[config.mk]
export PLATFORM = sky130hd
export DESIGN_NAME = sync_fifo_rd_adapter
export DESIGN_NICKNAME = d
export VERILOG_FILES = /design/src/rtl/sync_fifo_rd_adapter.sv
export SDC_FILE = /design/constraint.sdc
export NUM_CORES = 1
export LEC_CHECK = 0
export ABC_AREA = 1
export BUFFER_PORTS_ARGS = -buffer_cell sky130_fd_sc_hd__buf_2
export CORE_MARGIN = 5
export CORE_UTILIZATION = 45
export CTS_BUF_LIST = sky130_fd_sc_hd__clkbuf_8
export CTS_CLUSTER_DIAMETER = 150
export CTS_CLUSTER_SIZE = 12
export DETAILED_ROUTE_END_ITERATION = 7
export HOLD_SLACK_MARGIN = 0.12
export PLACE_DENSITY = 0.66
export SYNTH_ARGS = -nofsm -noshare
export SYNTH_HDL_FRONTEND = slang
export SYNTH_SLANG_ARGS = --single-unit
[constraint.sdc]
create_clock -name i_clk -period 1.8 [get_ports i_clk]
set_input_delay 0.18 -clock i_clk [delete_from_list [all_inputs] [get_ports i_clk]]
set_output_delay 0.18 -clock i_clk [all_outputs]
set_load 0.05 [all_outputs]
[src/rtl/sync_fifo_rd_adapter.sv]
// Pops sync_fifo words (1-cycle read latency), buffers two, emits RATIO beats LSB-first; first beat 2 cycles after pop.
// Pops are gated purely by buffer credits (count + pend < 2), so consumer backpressure never drops or duplicates a word.
module sync_fifo_rd_adapter #(
  parameter int DATA_WIDTH = 64,
  parameter int OUT_WIDTH  = 32
) (
  input  logic                  i_clk,
  input  logic                  i_rstn,
  output logic                  o_rd_en,
  input  logic [DATA_WIDTH-1:0] i_rd_data,
  input  logic                  i_empty,
  output logic [OUT_WIDTH-1:0]  o_data,
  output logic                  o_valid,
  input  logic                  i_ready,
  output logic                  o_last,
  output logic                  o_busy
);

  localparam int RATIO = DATA_WIDTH / OUT_WIDTH;
  localparam int BW    = (RATIO > 1) ? $clog2(RATIO) : 1;

  generate
    if (((DATA_WIDTH % OUT_WIDTH) != 0) || (RATIO < 2)) begin : g_param_check
      $error("sync_fifo_rd_adapter: DATA_WIDTH must be a multiple of OUT_WIDTH with RATIO >= 2");
    end
  endgenerate

  typedef enum logic {ST_IDLE, ST_SEND} state_t;

  function automatic logic [OUT_WIDTH-1:0] f_slice(input logic [DATA_WIDTH-1:0] word,
                                                   input logic [BW-1:0] idx);
    logic [OUT_WIDTH-1:0] s;
    s = '0;
    for (int k = 0; k < RATIO; k++) begin
      if (idx == BW'(k)) s = word[k*OUT_WIDTH +: OUT_WIDTH];
    end
    return s;
  endfunction

  logic [DATA_WIDTH-1:0] r_buf [2];
  logic                  r_wr_ptr;
  logic                  r_rd_ptr;
  logic [1:0]            r_count;
  logic                  r_pend;
  logic [BW-1:0]         r_beat;
  state_t                r_state;
  logic [OUT_WIDTH-1:0]  r_data;
  logic                  r_valid;
  logic                  r_last;
  logic                  r_busy;

  logic [2:0]            w_occ;
  logic                  w_rd_en;
  logic                  w_accept;
  logic                  w_beat_end;
  logic                  w_free;
  logic                  w_has_next;
  logic [BW-1:0]         w_beat_inc;
  logic [DATA_WIDTH-1:0] w_head;
  logic [DATA_WIDTH-1:0] w_first_word;
  logic [DATA_WIDTH-1:0] w_next_word;
  logic [1:0]            w_count_nxt;

  assign w_occ      = {1'b0, r_count} + {2'b00, r_pend};
  assign w_rd_en    = i_rstn & ~i_empty & (w_occ < 3'd2);
  assign w_accept   = r_valid & i_ready;
  assign w_beat_end = (r_beat == BW'(RATIO - 1));
  assign w_free     = w_accept & w_beat_end;
  assign w_has_next = (r_count >= 2'd2) | r_pend;
  assign w_beat_inc = r_beat + BW'(1);
  assign w_head     = r_buf[r_rd_ptr];
  // A word arriving this cycle is forwarded straight from the FIFO so the first beat costs no extra cycle.
  assign w_first_word = (r_count != 2'd0) ? w_head : i_rd_data;
  assign w_next_word  = (r_count >= 2'd2) ? r_buf[~r_rd_ptr] : i_rd_data;

  always_comb begin
    w_count_nxt = r_count;
    if (r_pend && !w_free) begin
      w_count_nxt = r_count + 2'd1;
    end else if (!r_pend && w_free) begin
      w_count_nxt = r_count - 2'd1;
    end
  end

  always_ff @(posedge i_clk or negedge i_rstn) begin
    if (!i_rstn) begin
      r_buf[0] <= '0;
      r_buf[1] <= '0;
      r_wr_ptr <= 1'b0;
      r_rd_ptr <= 1'b0;
      r_count  <= 2'd0;
      r_pend   <= 1'b0;
      r_busy   <= 1'b0;
    end else begin
      if (r_pend) begin
        r_buf[r_wr_ptr] <= i_rd_data;
        r_wr_ptr        <= ~r_wr_ptr;
      end
      if (w_free) r_rd_ptr <= ~r_rd_ptr;
      r_count <= w_count_nxt;
      r_pend  <= w_rd_en;
      r_busy  <= (w_count_nxt != 2'd0) | w_rd_en;
    end
  end

  always_ff @(posedge i_clk or negedge i_rstn) begin
    if (!i_rstn) begin
      r_state <= ST_IDLE;
      r_beat  <= '0;
      r_data  <= '0;
      r_valid <= 1'b0;
      r_last  <= 1'b0;
    end else begin
      case (r_state)
        ST_IDLE: begin
          if ((r_count != 2'd0) || r_pend) begin
            r_beat  <= '0;
            r_data  <= f_slice(w_first_word, '0);
            r_valid <= 1'b1;
            r_last  <= 1'b0;
            r_state <= ST_SEND;
          end
        end
        ST_SEND: begin
          if (w_accept) begin
            if (!w_beat_end) begin
              r_beat <= w_beat_inc;
              r_data <= f_slice(w_head, w_beat_inc);
              r_last <= (w_beat_inc == BW'(RATIO - 1));
            end else if (w_has_next) begin
              r_beat <= '0;
              r_data <= f_slice(w_next_word, '0);
              r_last <= 1'b0;
            end else begin
              r_beat  <= '0;
              r_valid <= 1'b0;
              r_last  <= 1'b0;
              r_state <= ST_IDLE;
            end
          end
        end
        default: r_state <= ST_IDLE;
      endcase
    end
  end

  assign o_rd_en = w_rd_en;
  assign o_data  = r_data;
  assign o_valid = r_valid;
  assign o_last  = r_last;
  assign o_busy  = r_busy;

endmodule
==> reports/metrics.csv <==
metric,value,unit
GR Overflow Total,0,
H-tree Lvls,4,
worst r2r src,r_count[1]$_DFF_PN0_,
Die Footprint,22900,um2
Critical Path RT,1.62,ns
Num CTS Buffers,17,
"Hold Violations, Final",0,
cells on worst reg2reg path,8,
post-route cell area,11000,um2
CTS tree,done,
layout cells sized above 1,0.181,
startpoint type of the worst setup path,flip-flop,
DP Cell Count,1524,
"FF+latch count, synth",169,
Pre-antenna DRT Iters,5,
Switching Share,0.472,
DR vias,8197,
Layout Skew,0.0112,ns
largest net degree at the start of global routing,123,
Max Fclk,590,MHz
Area contributors post-synth,"dfrtp_1 47%, nand2_1 19%, nand3_1 6.2%",
DIE HEIGHT,151,um
Int Power,11.4,mW
Post-Synth XOR/XNOR Area,0.000976,
clk_lat worst skew,0.46,ns
Sw Pwr,10.2,mW
largest area contributor in the netlist,dfrtp_1,
post-layout minimum cycle time,1.70,ns
max-slew violations,0,
combinational share of power,0.529,
Finished Core Util,0.563,
global-route wire length before repair,40.5,mm
CP max FO,7,
Final Setup Violations,0,
Critical Path Sink Type,output pin,
fin worst setup slack,0.104,ns
Num Clock Sinks,169,
worst path cell trace,nand2_1 -> nand3_1 -> inv_1 -> buf_2,
Worst setup endpoint,o_rd_en,
Hold Crit Class,primary input to async pin,
IO buf count,103,
"commonest cells after routing, fill and taps aside","455 x nand2_1, 167 x dfrtp_1, 113 x inv_1, 111 x nand3_1, 102 x buf_2",
RSZ-0062 raised after global routing,yes,
CP startpoint,r_pend$_DFF_PN0_,
Crit Path Category,flip-flop to output pin,
post-placement cell area,9850,um2
maxcap violations,0,
vias per cell,5.06,
ANT nets after route,0,
area grow syn2layout,22.6,%
n_diodes,0,
clk root buf,clkbuf_8,
"Period Utilization, post-route",0.942,
number of library cell types mapped by synthesis,26,
worst hold slack,0.336,ns
Seq pwr share,0.325,
Core Region,19500,um2
Worst VDD drop,0.741,mV
CP Data Arrival Time,1.52,ns
initial antenna violation count,0,
adder-cell share of the synthesized area,0.00279,
"most common cell after layout, fill and taps aside",nand2_1,
post-synth net total,1264,
slew of the pin with the lowest slew margin,0.712,ns
DP HPWL,15.6,mm
Synth Area in Simple Gates,0.274,
Post-Syn Area,8970,um2
Clock power frac,0.146,
pre-CTS WS,0.0419,ns
post-synthesis sequential area ratio,0.471,
routed length per instance,15.1,um
worst r2r dst,o_data[26]$_DFFE_PN0P_,
clock slew at reported path FFs,0.09,ns
vias in the first global route,7672,
post-synthesis compound-gate area fraction,0.151,
mux contribution to synthesized area,0,
postcts setup bufs,0,
Post-Route WL,24.6,mm
Post-Layout Cell Count,1621,
"slowest stage delay, CP",0.51,ns
1st-iter DRT viols,743,
Rows,51,
CTS max path bufs,2,
main combinational cell family by area after synthesis,simple AND/OR/NAND/NOR gates,
Cell Pwr Density,1960,nW/um2
status,"complete, no violations",
I/O pin total,104,
slew margin rel.,0.525,
Slowest cell on crit path,dfrtp_2,
Final #Nets,1415,
Lkg Pwr,5.74,nW
die width,151,um
Total Routing Usage GR,0.225,
DRC viols,0,
Post-Synthesis Cells,1194,
Routability Congestion,0.778,
mean area per synthesized cell,7.51,um2
FF-to-FF setup slack,0.14,ns
yosys warns,0,
Initial Util,0.459,
Synth top area share,0.471,
[cell type report]
type                       instances  area [um2]
fill                            1886        8530
tap                              265         332
timing repair buffer             211        1650
clock buffer                      19         262
multi-input combinational        827        3880
sequential                       169        4230
inverter                         119         447
clock inverter                    11         196
[cells in the mapped netlist (all sizes together)]
master / instances
nand2: 458
dfrtp: 169
o21ai: 129
inv: 119
nand3: 111
a21oi: 64
buf: 52
nor2: 33
clkbuf: 27
o211ai: 23
ha: 2
nand4: 2
a31oi: 1
nand3b: 1
nor3: 1
or2: 1
xor2: 1
[logic make-up after synthesis]
logic type,after synthesis
simple gates,607
compound gates,217
buf+inv,198
flops,169
fa+ha+maj,2
xor+xnor,1
[timing repair]
| action | 4_1_cts | 5_1_grt |
|---|---|---|
| hold endpoints to repair | 300 | 0 |
| hold buffers | 67 | 0 |
| resized for setup | 0 | 8 |
| endpoints found under the setup margin | 0 | 33 |
[worst max-delay path, delay by kind of cell, from the launching register on]
kind	cells	cell delay [ns]
AND/OR/NAND/NOR	2	0.19
buffers and inverters	2	0.35
flip-flops	1	0.51
[registers in the layout (all words and copies together) (netlist names)]
| signal | flops |
|---|---|
| o_last | 1 |
| r_state | 1 |
| r_pend | 1 |
| r_count | 2 |
| o_valid | 1 |
| o_data | 32 |
| r_wr_ptr | 1 |
| r_rd_ptr | 1 |
| o_busy | 1 |
| r_buf | 128 |
[layer usage]
| metal | vias to the layer above | GRT usage | part of all wire |
|---|---|---|---|
| li1 | 4085 | - | - |
| met1 | 3838 | 0.337 | 0.48 |
| met2 | 251 | 0.342 | 0.45 |
| met3 | 23 | 0.0374 | 0.061 |
| met4 | 0 | 0.0526 | 0.012 |
| met5 | - | 0 | 0 |
[power by group through the flow]
stage               clock (mW)  combinational, mW  sequential [mW]
floorplan                    0               6.86             8.03
global placement             0               11.0             6.97
detailed placement           0               11.2             7.00
CTS                       3.22               11.3             6.96
global route              3.35               12.7             7.23
finish                    3.14               11.4             7.00
[worst min path at each step]
stage                            end  depth (start not counted)
2_1_floorplan       o_busy$_DFF_PN0_                          0
3_3_place_gp        o_busy$_DFF_PN0_                          2
3_5_place_dp        o_busy$_DFF_PN0_                          2
4_1_cts         r_count[0]$_DFF_PN0_                          3
5_1_grt        r_buf[23]$_DFFE_PN0P_                          3
6_report       r_buf[23]$_DFFE_PN0P_                          3
[stage by stage]
step	power [mW]	setup TNS, ns
floorplan	14.9	0
global placement	18.0	0
detailed placement	18.2	0
CTS	21.5	0
global route	23.2	-0.00462
finish	21.5	0
No activity file was read; power rests on OpenSTA's default activity.
